File: config.mk
export PLATFORM = sky130hd
export DESIGN_NAME = atoi_ctl_flat
export DESIGN_NICKNAME = d
export VERILOG_FILES = /design/src/rtl/atoi_ctl_if.sv /design/src/rtl/atoi_ctl.sv /design/src/flat_wrapper.sv
export SDC_FILE = /design/constraint.sdc
export NUM_CORES = 1
export LEC_CHECK = 0
export CORE_MARGIN = 2
export CORE_UTILIZATION = 39
export CTS_CLUSTER_DIAMETER = 100
export CTS_CLUSTER_SIZE = 16
export DETAILED_ROUTE_END_ITERATION = 8
export GPL_ROUTABILITY_DRIVEN = 0
export GPL_TIMING_DRIVEN = 0
export PLACE_DENSITY = 0.77
export SLEW_MARGIN = 20
export SYNTH_ARGS = -nofsm -noshare
export SYNTH_HDL_FRONTEND = slang
export SYNTH_SLANG_ARGS = --single-unit
File: constraint.sdc
create_clock -name clk -period 2.05 [get_ports clk]
set_clock_uncertainty 0.1 [all_clocks]
set_input_delay 0.41 -clock clk [delete_from_list [all_inputs] [get_ports clk]]
set_output_delay 0.41 -clock clk [all_outputs]
set_load 0.005 [all_outputs]
File: src/rtl/atoi_ctl_if.sv
// Bus bundle between the requesters/memory/atoi datapath and the atoi_ctl sequencer.
interface atoi_ctl_if #(
  parameter int unsigned DSZ = 32,
  parameter int unsigned ASZ = 17
);
  // requester side
  logic           req0;
  logic [ASZ-1:0] a0;
  logic           hex0;
  logic           req1;
  logic [ASZ-1:0] a1;
  logic           hex1;
  logic           gnt0;
  logic           gnt1;
  logic           done0;
  logic           done1;
  logic           err;
  logic [DSZ-1:0] vo;
  // byte memory read port
  logic [ASZ-1:0] ma;
  logic [7:0]     mdi;
  // atoi datapath
  logic           atoi_en;
  logic           atoi_hex;
  logic [7:0]     atoi_ch;
  logic           atoi_bsy;
  logic           atoi_af;
  logic [DSZ-1:0] atoi_vo;

  // controller view
  modport slave (
    input  req0, a0, hex0, req1, a1, hex1, mdi, atoi_bsy, atoi_af, atoi_vo,
    output gnt0, gnt1, done0, done1, err, vo, ma, atoi_en, atoi_hex, atoi_ch
  );

  // environment view (requesters, memory, atoi)
  modport master (
    output req0, a0, hex0, req1, a1, hex1, mdi, atoi_bsy, atoi_af, atoi_vo,
    input  gnt0, gnt1, done0, done1, err, vo, ma, atoi_en, atoi_hex, atoi_ch
  );
endinterface

File: src/rtl/atoi_ctl.sv
// Round-robin arbiter and sequencer in front of the shared atoi conversion datapath.
module atoi_ctl #(
  parameter int unsigned DSZ    = 32,
  parameter int unsigned ASZ    = 17,
  parameter int unsigned MAXLEN = 16
) (
  input logic       clk,
  input logic       rst,
  atoi_ctl_if.slave bus
);

  localparam int unsigned LW = (MAXLEN < 1) ? 1 : $clog2(MAXLEN + 1);

  typedef enum logic [2:0] {
    IDLE,
    LOAD,
    CHK,
    RUN,
    FIN
  } state_t;

  state_t        st;
  logic          own;      // 0 = requester 0 owns the datapath, 1 = requester 1
  logic          rr_last;  // requester that completed last; reset favours requester 0
  logic [LW-1:0] len;      // address advances in the current conversion
  logic [1:0]    run_cnt;  // saturating RUN cycle count for the bsy blanking window
  logic          own_req;
  logic          pick0;
  logic          pick1;

  // The atoi character input is the memory read data itself.
  assign bus.atoi_ch = bus.mdi;

  // Request line of the current owner, used for abort detection.
  assign own_req = own ? bus.req1 : bus.req0;

  // Arbitration: a lone request wins; on contention the one not served last wins.
  assign pick0 = bus.req0 && (!bus.req1 || rr_last);
  assign pick1 = bus.req1 && !pick0;

  // Sequencer FSM with registered outputs.
  always_ff @(posedge clk or posedge rst) begin
    if (rst) begin
      st           <= IDLE;
      own          <= 1'b0;
      rr_last      <= 1'b1;
      len          <= '0;
      run_cnt      <= '0;
      bus.gnt0     <= 1'b0;
      bus.gnt1     <= 1'b0;
      bus.done0    <= 1'b0;
      bus.done1    <= 1'b0;
      bus.err      <= 1'b0;
      bus.vo       <= DSZ'(0);
      bus.ma       <= ASZ'(0);
      bus.atoi_en  <= 1'b0;
      bus.atoi_hex <= 1'b0;
    end else begin
      bus.done0 <= 1'b0;
      bus.done1 <= 1'b0;
      case (st)
        IDLE: begin
          if (pick0) begin
            own          <= 1'b0;
            bus.ma       <= bus.a0;
            bus.atoi_hex <= bus.hex0;
            bus.gnt0     <= 1'b1;
            len          <= '0;
            st           <= LOAD;
          end else if (pick1) begin
            own          <= 1'b1;
            bus.ma       <= bus.a1;
            bus.atoi_hex <= bus.hex1;
            bus.gnt1     <= 1'b1;
            len          <= '0;
            st           <= LOAD;
          end
        end

        LOAD: begin
          if (!own_req) begin
            bus.gnt0 <= 1'b0;
            bus.gnt1 <= 1'b0;
            st       <= IDLE;
          end else begin
            st <= CHK;
          end
        end

        CHK: begin
          if (!own_req) begin
            bus.gnt0 <= 1'b0;
            bus.gnt1 <= 1'b0;
            st       <= IDLE;
          end else if (bus.mdi == 8'h00) begin
            // empty token: report error without waking atoi
            bus.err   <= 1'b1;
            bus.vo    <= DSZ'(0);
            bus.done0 <= !own;
            bus.done1 <= own;
            st        <= FIN;
          end else begin
            bus.atoi_en <= 1'b1;
            run_cnt     <= '0;
            st          <= RUN;
          end
        end

        RUN: begin
          if (!own_req) begin
            bus.atoi_en <= 1'b0;
            bus.gnt0    <= 1'b0;
            bus.gnt1    <= 1'b0;
            st          <= IDLE;
          end else if ((run_cnt == 2'd2) && !bus.atoi_bsy) begin
            bus.vo    <= bus.atoi_vo;
            bus.err   <= 1'b0;
            bus.done0 <= !own;
            bus.done1 <= own;
            st        <= FIN;
          end else if (len == LW'(MAXLEN)) begin
            // token too long: give up with an error
            bus.vo    <= DSZ'(0);
            bus.err   <= 1'b1;
            bus.done0 <= !own;
            bus.done1 <= own;
            st        <= FIN;
          end else begin
            if (bus.atoi_af) begin
              bus.ma <= bus.ma + ASZ'(1);
              len    <= len + LW'(1);
            end
            if (run_cnt != 2'd2) begin
              run_cnt <= run_cnt + 2'd1;
            end
          end
        end

        FIN: begin
          bus.atoi_en <= 1'b0;
          bus.gnt0    <= 1'b0;
          bus.gnt1    <= 1'b0;
          rr_last     <= own;
          st          <= IDLE;
        end

        default: begin
          bus.atoi_en <= 1'b0;
          bus.gnt0    <= 1'b0;
          bus.gnt1    <= 1'b0;
          st          <= IDLE;
        end
      endcase
    end
  end

endmodule

File: src/flat_wrapper.sv
// flat-port wrapper written by rule: the top's interface ports become plain ports
module atoi_ctl_flat 
#(
  parameter int unsigned DSZ    = 32,
  parameter int unsigned ASZ    = 17,
  parameter int unsigned MAXLEN = 16
)
  (clk, rst, bus_req0, bus_a0, bus_hex0, bus_req1, bus_a1, bus_hex1, bus_mdi, bus_atoi_bsy, bus_atoi_af, bus_atoi_vo, bus_gnt0, bus_gnt1, bus_done0, bus_done1, bus_err, bus_vo, bus_ma, bus_atoi_en, bus_atoi_hex, bus_atoi_ch);
  atoi_ctl_if #(.DSZ(DSZ), .ASZ(ASZ)) bus_i ();
  input logic clk;
  input logic rst;
  input wire logic [$bits(bus_i.req0)-1:0] bus_req0;
  input wire logic [$bits(bus_i.a0)-1:0] bus_a0;
  input wire logic [$bits(bus_i.hex0)-1:0] bus_hex0;
  input wire logic [$bits(bus_i.req1)-1:0] bus_req1;
  input wire logic [$bits(bus_i.a1)-1:0] bus_a1;
  input wire logic [$bits(bus_i.hex1)-1:0] bus_hex1;
  input wire logic [$bits(bus_i.mdi)-1:0] bus_mdi;
  input wire logic [$bits(bus_i.atoi_bsy)-1:0] bus_atoi_bsy;
  input wire logic [$bits(bus_i.atoi_af)-1:0] bus_atoi_af;
  input wire logic [$bits(bus_i.atoi_vo)-1:0] bus_atoi_vo;
  output wire logic [$bits(bus_i.gnt0)-1:0] bus_gnt0;
  output wire logic [$bits(bus_i.gnt1)-1:0] bus_gnt1;
  output wire logic [$bits(bus_i.done0)-1:0] bus_done0;
  output wire logic [$bits(bus_i.done1)-1:0] bus_done1;
  output wire logic [$bits(bus_i.err)-1:0] bus_err;
  output wire logic [$bits(bus_i.vo)-1:0] bus_vo;
  output wire logic [$bits(bus_i.ma)-1:0] bus_ma;
  output wire logic [$bits(bus_i.atoi_en)-1:0] bus_atoi_en;
  output wire logic [$bits(bus_i.atoi_hex)-1:0] bus_atoi_hex;
  output wire logic [$bits(bus_i.atoi_ch)-1:0] bus_atoi_ch;
  assign bus_i.req0 = bus_req0;
  assign bus_i.a0 = bus_a0;
  assign bus_i.hex0 = bus_hex0;
  assign bus_i.req1 = bus_req1;
  assign bus_i.a1 = bus_a1;
  assign bus_i.hex1 = bus_hex1;
  assign bus_i.mdi = bus_mdi;
  assign bus_i.atoi_bsy = bus_atoi_bsy;
  assign bus_i.atoi_af = bus_atoi_af;
  assign bus_i.atoi_vo = bus_atoi_vo;
  assign bus_gnt0 = bus_i.gnt0;
  assign bus_gnt1 = bus_i.gnt1;
  assign bus_done0 = bus_i.done0;
  assign bus_done1 = bus_i.done1;
  assign bus_err = bus_i.err;
  assign bus_vo = bus_i.vo;
  assign bus_ma = bus_i.ma;
  assign bus_atoi_en = bus_i.atoi_en;
  assign bus_atoi_hex = bus_i.atoi_hex;
  assign bus_atoi_ch = bus_i.atoi_ch;
  atoi_ctl #(.DSZ(DSZ), .ASZ(ASZ), .MAXLEN(MAXLEN)) u_core (.clk(clk), .rst(rst), .bus(bus_i));
endmodule
==> impl_metrics.env <==
export IMPL_yosysWarnings=0
export IMPL_place_area_um2=5090
export IMPL_pre_cts_ws_ns=-0.652
export IMPL_cp_arrival_ns=2.12
export IMPL_die_area_um2=9640
export IMPL_path_class="reg -> reg"
export IMPL_dr_pass1_iters=6
export IMPL_syn_inst=329
export IMPL_drc=0
export IMPL_synth_edf_count=0
export IMPL_grt_util_met2=0.354
export IMPL_p_int_mw=4.07
export IMPL_fill_cells=721
export IMPL_drtAntennaViolNets=0
export IMPL_fin_area_um2=5560
export IMPL_grt_pass1_wl_um=17000
export IMPL_cp_required_ns=2.17
export IMPL_crit_path_start_kind="flip-flop"
export IMPL_drt_first_iter_violations=134
export IMPL_hold_viol_final=0
export IMPL_startpoint="u_core.bus.ma[1]"
export IMPL_fin_crit_sh=0.977
export IMPL_clock_latency_ns=0.34
export IMPL_hold_path_class="in -> async"
export IMPL_maxCapViolCount=0
export IMPL_combPwrFrac=0.477
export IMPL_worst_hold_slack_ns=0.280
export IMPL_r2r_start="u_core.bus.ma[1]"
export IMPL_tns_ns=0
export IMPL_grt_max_degree=31
export IMPL_dpl_hpwl_um=7540
export IMPL_crit_path_max_fanout=5
export IMPL_crit_path_end_kind="flip-flop"
export IMPL_p_sw_mw=2.33
export IMPL_power_density_nw_per_um2=1150
export IMPL_yosysSeqAreaShare=0.492
export IMPL_grt_busiest_layer="met2"
export IMPL_rows=34
export IMPL_port_buffers=145
export IMPL_slew_limit_headroom=0.680
export IMPL_netlist_area_um2=3460
export IMPL_fin_crit_ns=2.00
export IMPL_synthArstFlopShare=1.00
export IMPL_fmax_mhz=499
export IMPL_via_per_inst=5.50
export IMPL_clock_sinks=68
export IMPL_final_max_slew_viol_count=0
export IMPL_power_frac_clock=0.180
export IMPL_h_tree_depth=3
export IMPL_power_leakage_nw=2.43
export IMPL_post_drt_wl_per_cell_um=17.3
export IMPL_core_um2=8680
export IMPL_grt_pass1_vias=3338
export IMPL_finalWorstSetupSlack_ns=0.0468
export IMPL_cts_root_buf="clkbuf_8"
export IMPL_die_x_um=98.2
export IMPL_clk_pin_slew_ns=0.08
export IMPL_p_sw_frac=0.363
export IMPL_cts_buffers=9
export IMPL_worst_pin_slew_ns=0.480
export IMPL_io_pins=146
export IMPL_start_util=0.399
export IMPL_syn_mean_instance_area_um2=10.5
export IMPL_routed_wirelength_um=10600
export IMPL_antenna_cells=0
export IMPL_setup_viol=0
export IMPL_rsz0062_at_grt="true"
export IMPL_cts_buffer_depth=2
export IMPL_ys_types=53
export IMPL_drive_above_1_share=0.177
export IMPL_syn_nets=415
export IMPL_vdd_drop_max_uv=630
export IMPL_final_nets=584
export IMPL_overflow=0
export IMPL_grtUsageMet1=0.292
export IMPL_area_growth_pct=60.7
export IMPL_grtUsageMet3=0.0315
export IMPL_seqPwrFrac=0.343
export IMPL_finalPower_mw=6.40
export IMPL_track_usage=0.214
export IMPL_status="finished, final reports clean"
export IMPL_antenna_found_initial=0
export IMPL_synth_seq_cells=68
export IMPL_via_count=3358
export IMPL_chipHeight_um=98.2
export IMPL_tritoncts="yes"
export IMPL_synthFlopType="dfrtp_1"
[logic make-up (layout without fill, tap and decap cells)]
group | after synthesis | in the layout | synth area share
compound gates | 105 | 105 | 0.220
simple gates | 94 | 94 | 0.150
flops | 68 | 68 | 0.492
buf+inv | 37 | 211 | 0.0600
mux | 21 | 21 | 0.0629
fa+ha+maj | 4 | 4 | 0.0145
[state kept, by name, summed over array words and instances (netlist names)]
name / flops
u_core.bus.atoi_en: 1
u_core.bus.atoi_hex: 1
u_core.bus.done0: 1
u_core.bus.done1: 1
u_core.bus.err: 1
u_core.bus.gnt0: 1
u_core.bus.gnt1: 1
u_core.bus.ma: 17
u_core.bus.vo: 32
u_core.len: 5
u_core.own: 1
u_core.rr_last: 1
u_core.run_cnt: 2
u_core.st: 3
[final timing paths]
| kind | endpoint | slack, ns | cells after the start |
|---|---|---|---|
| max reg2reg | u_core.bus.ma[12] | 0.05 | 6 |
| max | u_core.bus.ma[12] | 0.05 | 6 |
| min in group clk | u_core.run_cnt[0] | 0.39 | 1 |
| max in group asynchronous | u_core.rr_last | 1.06 | 3 |
| min | u_core.bus.ma[5] | 0.28 | 2 |
| min reg2reg | u_core.run_cnt[0] | 0.39 | 1 |
[through the flow]
stage / utilization / instances
detailed placement: 0.587 / 584
finish: 0.641 / 611
floorplan: - / 329
global route: 0.641 / 611
CTS: 0.619 / 602
global placement: 0.582 / 582
[routing by layer]
metal  vias to the layer above  wire length [µm]  share of wire
met4                         0               175          0.017
met3                        17               439          0.041
li1                       1576                 -              -
met5                         -                 0              0
met2                       100              5460           0.52
met1                      1665              4510           0.43
[power by group through the flow]
stage / Sequential (mW) / Clock, mW / Combinational [mW]
after global routing: 2.26 / 1.24 / 3.28
after detailed placement: 2.20 / 0 / 2.77
after global placement: 2.18 / 0 / 2.69
after floorplan: 2.17 / 0 / 1.42
after CTS: 2.17 / 1.19 / 2.85
final: 2.19 / 1.15 / 3.05
[synth_stat cells, drive strengths merged (8+ instances only)]
cell	instances	area, µm²
o22a	9	78.8
nor2	19	73.8
a21oi	22	110
a22o	35	307
nand3	18	90.1
o21ai	18	90.1
buf	23	155
mux2i	15	150
inv	8	30.0
dfrtp	67	1680
nand2	21	81.3
[what timing repair did]
action | CTS | global route
buffers inserted | 3 | 6
resized for setup | 22 | 39
endpoints found under the setup margin | 46 | 51
hold buffers | 0 | 0
cloned | 0 | 3
pin swaps | 3 | 6
[cells in the final DEF (no fill, tap or decap), types with 15 or more instances in the layout]
cell type        count
clkdlybuf4s50_1    135
nand2_1             20
nor2_1              16
nand3_1             17
a21oi_1             22
mux2i_1             15
buf_4               18
a22o_1              35
dfrtp_1             65
[worst max-delay path, stage by stage (launching register included)]
cell and delay [ns]:
dfrtp_2 0.43, ha_4 0.18, nand4_4 0.13, or4_4 0.63
nor2_4 0.13, a22oi_2 0.08, o22a_1 0.20
[final cells by class]
type	instances	area [µm²]	share of cell area
clock inverters	7	80.1	0.0144
inverters	8	33.8	0.00608
repair buffers	159	1590	0.286
clock buffers	9	124	0.0223
plain buffers	28	215	0.0387
flip-flops and latches	68	1710	0.307
multi-input cells	224	1670	0.301
well taps	108	135	0.0243
No activity file was read; power rests on OpenSTA's default activity.
